==> src/rtl/ajuste_horario_loader_pkg.sv <==
// Shared encodings, digit limits and small helpers for the time-set loader.
package ajuste_horario_loader_pkg;

  localparam logic [2:0] ST_RUN    = 3'd0;
  localparam logic [2:0] ST_SET_HT = 3'd1;
  localparam logic [2:0] ST_SET_HU = 3'd2;
  localparam logic [2:0] ST_SET_MT = 3'd3;
  localparam logic [2:0] ST_SET_MU = 3'd4;
  localparam logic [2:0] ST_LOAD   = 3'd5;

  localparam logic [3:0] MU_MAX           = 4'd9;
  localparam logic [3:0] MT_MAX           = 4'd5;
  localparam logic [3:0] HU_MAX           = 4'd9;
  localparam logic [3:0] HU_MAX_AT_HT_MAX = 4'd3;
  localparam logic [3:0] PRESET_IDLE      = 4'hF;

  typedef struct packed {
    logic [3:0] ht;
    logic [3:0] hu;
    logic [3:0] mt;
    logic [3:0] mu;
  } shadow_t;

  typedef struct packed {
    logic [3:0] preset;
    logic [3:0] clear;
  } load_pair_t;

  // Digit index shown to the display blink logic for a given state.
  function automatic logic [1:0] sel_of_state(input logic [2:0] st);
    logic [1:0] sel;
    case (st)
      ST_SET_HT: sel = 2'd3;
      ST_SET_HU: sel = 2'd2;
      ST_SET_MT: sel = 2'd1;
      ST_SET_MU: sel = 2'd0;
      ST_LOAD:   sel = 2'd0;
      default:   sel = 2'd3;
    endcase
    return sel;
  endfunction

  // Active-low preset/clear pair that forces a JK counter to digit d.
  function automatic load_pair_t load_pair(input logic [3:0] d, input logic active);
    load_pair_t p;
    if (active) begin
      p.preset = ~d;
      p.clear  = d;
    end else begin
      p.preset = PRESET_IDLE;
      p.clear  = PRESET_IDLE;
    end
    return p;
  endfunction

endpackage

==> src/rtl/ajuste_horario_loader_bcd_digit_wrap.sv <==
// One BCD digit incrementer: returns value+1, wrapping to 0 past max_val.
module bcd_digit_wrap
  import ajuste_horario_loader_pkg::*;
(
  input  logic [3:0] value,
  input  logic [3:0] max_val,
  input  logic       inc,
  output logic [3:0] next
);

  // A value already above the limit (limit lowered by the hour-tens digit) also wraps.
  always_comb begin
    next = value;
    if (inc) begin
      if (value >= max_val) begin
        next = 4'd0;
      end else begin
        next = value + 4'd1;
      end
    end else begin
      next = value;
    end
  end

endmodule

==> src/rtl/ajuste_horario_loader.sv <==
// Time-set writer: edits shadow BCD digits with two buttons and pulses the
// counters' active-low preset/clear inputs to load them.
module ajuste_horario_loader
  import ajuste_horario_loader_pkg::*;
#(
  parameter int LOAD_CYCLES = 1,
  parameter int HT_MAX      = 2
) (
  input  logic        clk,
  input  logic        reset,
  input  logic        btn_mode,
  input  logic        btn_inc,
  output logic [3:0]  presetUm,
  output logic [3:0]  clearUm,
  output logic [3:0]  presetDm,
  output logic [3:0]  clearDm,
  output logic [3:0]  presetUh,
  output logic [3:0]  clearUh,
  output logic [3:0]  presetDh,
  output logic [3:0]  clearDh,
  output logic        set_active,
  output logic [1:0]  sel_digit,
  output logic [15:0] shadow
);

  localparam logic [3:0] HT_MAX_D  = 4'(HT_MAX);
  localparam logic [3:0] LOAD_LAST = 4'(LOAD_CYCLES - 1);

  logic       mode_q;
  logic       inc_q;
  logic [2:0] state;
  logic [2:0] state_n;
  logic [3:0] load_cnt;
  logic [3:0] load_cnt_n;
  shadow_t    dig;
  shadow_t    dig_n;

  logic       mode_edge;
  logic       inc_edge;
  logic       inc_ht;
  logic       inc_hu;
  logic       inc_mt;
  logic       inc_mu;
  logic [3:0] hu_limit;
  logic [3:0] ht_wrap;
  logic [3:0] hu_wrap;
  logic [3:0] mt_wrap;
  logic [3:0] mu_wrap;
  logic       load_n;
  load_pair_t lp_um;
  load_pair_t lp_dm;
  load_pair_t lp_uh;
  load_pair_t lp_dh;

  // A simultaneous mode edge wins; the inc edge of that cycle is dropped.
  assign mode_edge = btn_mode & ~mode_q;
  assign inc_edge  = btn_inc & ~inc_q & ~mode_edge;

  assign inc_ht = inc_edge & (state == ST_SET_HT);
  assign inc_hu = inc_edge & (state == ST_SET_HU);
  assign inc_mt = inc_edge & (state == ST_SET_MT);
  assign inc_mu = inc_edge & (state == ST_SET_MU);

  assign hu_limit = (dig.ht == HT_MAX_D) ? HU_MAX_AT_HT_MAX : HU_MAX;

  bcd_digit_wrap u_wrap_ht (.value(dig.ht), .max_val(HT_MAX_D), .inc(inc_ht), .next(ht_wrap));
  bcd_digit_wrap u_wrap_hu (.value(dig.hu), .max_val(hu_limit), .inc(inc_hu), .next(hu_wrap));
  bcd_digit_wrap u_wrap_mt (.value(dig.mt), .max_val(MT_MAX),   .inc(inc_mt), .next(mt_wrap));
  bcd_digit_wrap u_wrap_mu (.value(dig.mu), .max_val(MU_MAX),   .inc(inc_mu), .next(mu_wrap));

  // Raising hour tens to its maximum pulls an out-of-range hour unit down to 3.
  always_comb begin
    dig_n    = dig;
    dig_n.ht = ht_wrap;
    dig_n.mt = mt_wrap;
    dig_n.mu = mu_wrap;
    if (inc_ht && (ht_wrap == HT_MAX_D) && (dig.hu > HU_MAX_AT_HT_MAX)) begin
      dig_n.hu = HU_MAX_AT_HT_MAX;
    end else begin
      dig_n.hu = hu_wrap;
    end
  end

  always_comb begin
    state_n    = state;
    load_cnt_n = load_cnt;
    case (state)
      ST_RUN: begin
        if (mode_edge) begin
          state_n = ST_SET_HT;
        end else begin
          state_n = ST_RUN;
        end
      end
      ST_SET_HT, ST_SET_HU, ST_SET_MT: begin
        if (mode_edge) begin
          state_n = state + 3'd1;
        end else begin
          state_n = state;
        end
      end
      ST_SET_MU: begin
        if (mode_edge) begin
          state_n    = ST_LOAD;
          load_cnt_n = LOAD_LAST;
        end else begin
          state_n = ST_SET_MU;
        end
      end
      ST_LOAD: begin
        if (load_cnt == 4'd0) begin
          state_n = ST_RUN;
        end else begin
          load_cnt_n = load_cnt - 4'd1;
        end
      end
      default: begin
        state_n    = ST_RUN;
        load_cnt_n = 4'd0;
      end
    endcase
  end

  assign load_n = (state_n == ST_LOAD);
  assign lp_um  = load_pair(dig_n.mu, load_n);
  assign lp_dm  = load_pair(dig_n.mt, load_n);
  assign lp_uh  = load_pair(dig_n.hu, load_n);
  assign lp_dh  = load_pair(dig_n.ht, load_n);

  // Outputs are registered from the next-state view so they track the state register.
  always_ff @(posedge clk) begin
    if (reset) begin
      mode_q     <= 1'b0;
      inc_q      <= 1'b0;
      state      <= ST_RUN;
      load_cnt   <= 4'd0;
      dig        <= '0;
      set_active <= 1'b0;
      sel_digit  <= 2'd3;
      presetUm   <= PRESET_IDLE;
      clearUm    <= PRESET_IDLE;
      presetDm   <= PRESET_IDLE;
      clearDm    <= PRESET_IDLE;
      presetUh   <= PRESET_IDLE;
      clearUh    <= PRESET_IDLE;
      presetDh   <= PRESET_IDLE;
      clearDh    <= PRESET_IDLE;
    end else begin
      mode_q     <= btn_mode;
      inc_q      <= btn_inc;
      state      <= state_n;
      load_cnt   <= load_cnt_n;
      dig        <= dig_n;
      set_active <= (state_n != ST_RUN);
      sel_digit  <= sel_of_state(state_n);
      presetUm   <= lp_um.preset;
      clearUm    <= lp_um.clear;
      presetDm   <= lp_dm.preset;
      clearDm    <= lp_dm.clear;
      presetUh   <= lp_uh.preset;
      clearUh    <= lp_uh.clear;
      presetDh   <= lp_dh.preset;
      clearDh    <= lp_dh.clear;
    end
  end

  assign shadow = dig;

endmodule
==> config.mk <==
export PLATFORM = sky130hd
export DESIGN_NAME = ajuste_horario_loader
export DESIGN_NICKNAME = d
export VERILOG_FILES = /design/src/rtl/ajuste_horario_loader_pkg.sv /design/src/rtl/ajuste_horario_loader_bcd_digit_wrap.sv /design/src/rtl/ajuste_horario_loader.sv
export SDC_FILE = /design/constraint.sdc
export NUM_CORES = 1
export LEC_CHECK = 0
export ABC_AREA = 1
export BUFFER_PORTS_ARGS = -buffer_cell sky130_fd_sc_hd__buf_2
export CAP_MARGIN = 0
export CORE_MARGIN = 8
export CORE_UTILIZATION = 35
export DETAILED_ROUTE_END_ITERATION = 7
export MAX_ROUTING_LAYER = met4
export PLACE_DENSITY = 0.59
export SLEW_MARGIN = 40
export SYNTH_ARGS = -nofsm -noshare
export SYNTH_HDL_FRONTEND = slang
export SYNTH_SLANG_ARGS = --single-unit
==> constraint.sdc <==
create_clock -name clk -period 1.8 [get_ports clk]
set_clock_uncertainty 0.2 [all_clocks]
set_input_delay 0.09 -clock clk [delete_from_list [all_inputs] [get_ports clk]]
set_output_delay 0.09 -clock clk [all_outputs]
set_load 0.03 [all_outputs]
==> out/qor.csv <==
stage,metric,value,unit
status,outcome,"complete, but fails checks",
status,failing checks,setup timing,
worst_setup_path,Worst path max stage delay,0.38,ns
drt,Post-Route WL,6790,um
hold_path,HP Class,reg2reg,
drt,DR pass1 iterations,5,
clocking,Clock Path Buffers,2,
yosys,"Seq/Total Area, Yosys",0.449,
global_route,initial antenna violation count,0,
floorplan,row count,32,
clocking,CTS tree,yes,
power,Power Total,2.96,mW
yosys,Synth warnings,0,
worst_setup_path,Reg2Reg Launch Point,state[0]$_SDFF_PP0_,
timing,FMAX,522,MHz
yosys,Mean Syn Cell Area,7.61,sq um
floorplan,Die Width,103,um
drt,routed vias/inst,4.40,
worst_setup_path,"Arr. time, crit path",1.94,ns
worst_setup_path,Worst Path Required,1.83,ns
timing,Slew Limit Headroom,0.694,
drt,DRC Markers,0,
timing,worst slew pin tran,0.454,ns
clocking,CTS H-tree lvls,3,
floorplan,Die Ht,103,um
power,peak supply drop,0.293,mV
power,internal power,2.21,mW
clocking,clock root buffer,clkbuf_8,
flow_run,Max-Cap Viols,0,
clocking,Worst-path clk slew,0.07,ns
power,Reg power frac,0.462,
power,Comb pwr share,0.116,
timing,final worst slack,-0.115,ns
floorplan,I/O pin count,55,
timing,Setup-failing EPs final,36,
worst_setup_path,Crit. End Element,flop,
timing,RSZ-0062 raised after global routing,yes,
clocking,Worst-Skew Late Latency,0.34,ns
power,P_leak,1.86,nW
timing,Final Max Slew Viols,0,
floorplan,core area,7570,sq um
timing,Tcrit/Tclk final,1.06,
timing,final hold violation count,0,
timing,minimum clock period,1.92,ns
power,Sw Share,0.254,
global_route,total track usage,0.131,
power,Clk pwr share,0.421,
placed_design,Placed Cells,532,
yosys,Post-Synthesis Cell Area,2670,sq um
floorplan,Die ar.,10700,sq um
drt,wire length per cell,12.0,um
clocking,clock sinks,60,
yosys,Syn Nets,372,
worst_setup_path,critical path cell sequence,"ha_4, ha_4, inv_2, nand3_4, nand2_4, nand2_4, nand3b_4, nor2_4, buf_12, clkbuf_16, nand2_2",
hold_path,min-delay src,load_cnt[2]$_SDFFE_PP0P_,
final_layout,Final Cell Area,4010,sq um
clocking,cts bufs inserted,9,
placed_design,IO buf count,54,
worst_setup_path,Setup Crit Path Kind,reg2reg,
final_layout,post-layout util,0.530,
drt,vias,2483,
final_layout,Area growth syn-to-layout,50.0,%
placed_design,RD Place Congestion,0.875,
placed_design,area post-placement,3320,sq um
worst_setup_path,"Slowest-stage cell, CP",dfxtp_4,
final_layout,Final Non-Filler Cells,564,
power,pwr/cell area,739,nW/um^2
drt,DRT antenna net count,0,
final_layout,layout cells sized above 1,0.470,
global_route,total gr overflow,0,
worst_setup_path,critical path launch point type,flop,
global_route,via count of the first global-routing pass,2375,
final_layout,"Net count, final",478,
placed_design,hpwl dp,4730,um
drt,DR iter-0 viols,83,
power,Psw,0.753,mW
final_layout,Antenna Cells,0,
worst_setup_path,Crit Path Max Fanout,6,
global_route,largest net degree at the start of global routing,25,
global_route,first-pass GRT wire length,10600,um
floorplan,Starting Density,0.353,
yosys,unique cell type count in the Yosys netlist,27,
worst_setup_path,crit path from,state[0]$_SDFF_PP0_,
yosys,"FF+latch count, synth",60,
yosys,cell count after synthesis,351,
timing,TNS Setup,-3.08,ns
placed cells by master (no fill, tap or decap), types with 2 or more instances in the layout:
master         Yosys  layout
nand3_2            1       7
clkbuf_16          0       2
clkinv_2           0       2
o21ai_1            1       2
xor2_1             2       2
inv_2              2       8
o21ai_0           11       8
inv_1             57      48
or2_2              2       2
nand3_1           22      16
dfxtp_1           60      52
dlygate4sd3_1      0       6
nor2_4             4       5
nand2_4            2      10
buf_4              0      35
o21ai_2            0       2
buf_2              1      54
nor2_1            38      32
nor2_2             3       8
dfxtp_4            0       3
a21oi_1           17      10
nand2_1           91      53
ha_4               0       6
buf_12             0       3
nand2_2            7      37
ha_1              17      10
clkbuf_8           0      11
inv_4              0       3
dfxtp_2            0       5
a21oi_2            0       6
area by class of cell:
class	instances	area, sq um
inverter	59	229
sequential	60	1220
clock buffer	12	155
clock inverter	4	47.5
fill	708	3560
timing repair buffer	101	718
multi-input combinational	226	1510
tap	102	128
stage by stage:
| step | setup slack [ns] | hold WS, ns |
|---|---|---|
| 2_1_floorplan | -0.0468 | 0.0149 |
| 3_3_place_gp | -0.106 | 0.143 |
| 3_5_place_dp | -0.107 | 0.153 |
| 4_1_cts | -0.0915 | 0.265 |
| 5_1_grt | -0.196 | 0.283 |
| 6_report | -0.115 | 0.263 |
critical path, delay by kind of cell (launching register included):
| family | cells | cell delay (ns) |
|---|---|---|
| and+or+nand+nor | 6 | 0.53 |
| DFF | 1 | 0.38 |
| buffers and inverters | 3 | 0.36 |
| adders and majority gates | 2 | 0.32 |
synth_stat cells:
cell type / number / area (sq um)
a21boi_0: 2 / 15.0
a21oi_1: 17 / 85.1
buf_2: 1 / 5.00
buf_6: 3 / 33.8
clkbuf_1: 2 / 7.51
dfxtp_1: 60 / 1200
ha_1: 17 / 213
inv_1: 57 / 214
inv_2: 2 / 7.51
nand2_1: 91 / 342
nand2_2: 7 / 43.8
nand2_4: 2 / 22.5
nand3_1: 22 / 110
nand3_2: 1 / 10.0
nand3_4: 1 / 17.5
nand3b_1: 1 / 7.51
nand3b_4: 1 / 20.0
nand4_1: 1 / 6.26
nor2_1: 38 / 143
nor2_2: 3 / 18.8
nor2_4: 4 / 45.0
o21ai_0: 11 / 55.1
o21ai_1: 1 / 5.00
or2_1: 1 / 6.26
or2_2: 2 / 12.5
xnor2_1: 1 / 8.76
xor2_1: 2 / 17.5
routing by layer:
metal | wire length [um] | up-vias | share of wire | GRT usage
met1 | 3050 | 1145 | 0.45 | 0.155
met2 | 3200 | 47 | 0.47 | 0.202
met3 | 457 | 6 | 0.067 | 0.0448
met5 | 0 | - | 0 | -
met4 | 82 | 0 | 0.012 | 0.0478
li1 | - | 1285 | - | -
what timing repair did:
action                                  CTS  global route
gates cloned                              0             3
pin swaps                                 0            20
buffers inserted                          3             4
resized for setup                         9            81
endpoints found under the setup margin   43            51
hold endpoints to repair                 26             0
hold buffers                              6             0
final timing paths:
path,depth (start not counted),endpoint,slack (ns)
worst max-delay path,11,clearUh[0]$_SDFF_PP1_,-0.12
worst min-delay path,2,load_cnt[2]$_SDFFE_PP0P_,0.26
worst max register to register,11,clearUh[0]$_SDFF_PP1_,-0.12
worst min register to register,2,load_cnt[2]$_SDFFE_PP0P_,0.26
cells by family after synthesis:
kind of cell / count (synthesis) / share of synthesized area
xor gates and xnor gates: 3 / 0.00983
DFF: 60 / 0.449
AOI/OAI and AO/OA: 31 / 0.0599
buffers and inverters: 65 / 0.100
adders and majority gates: 17 / 0.0796
and+or+nand+nor: 175 / 0.301
power by group through the flow:
stage | clock [mW] | sequential, mW | combinational [mW]
2_1_floorplan | 0 | 1.43 | 0.148
5_1_grt | 1.35 | 1.37 | 0.379
6_report | 1.25 | 1.37 | 0.344
3_5_place_dp | 0 | 1.40 | 0.279
4_1_cts | 1.27 | 1.37 | 0.296
3_3_place_gp | 0 | 1.40 | 0.276
registers in the layout, summed over array words and instances, names as in the netlist:
| name | flops |
|---|---|
| sel_digit | 2 |
| presetDm | 4 |
| load_cnt | 4 |
| clearDm | 4 |
| clearUm | 4 |
| presetUm | 4 |
| mode_q | 1 |
| clearDh | 4 |
| set_active | 1 |
| shadow | 16 |
| presetDh | 4 |
| presetUh | 4 |
| inc_q | 1 |
| clearUh | 4 |
| state | 3 |
No activity file was read; power rests on OpenSTA's default activity.
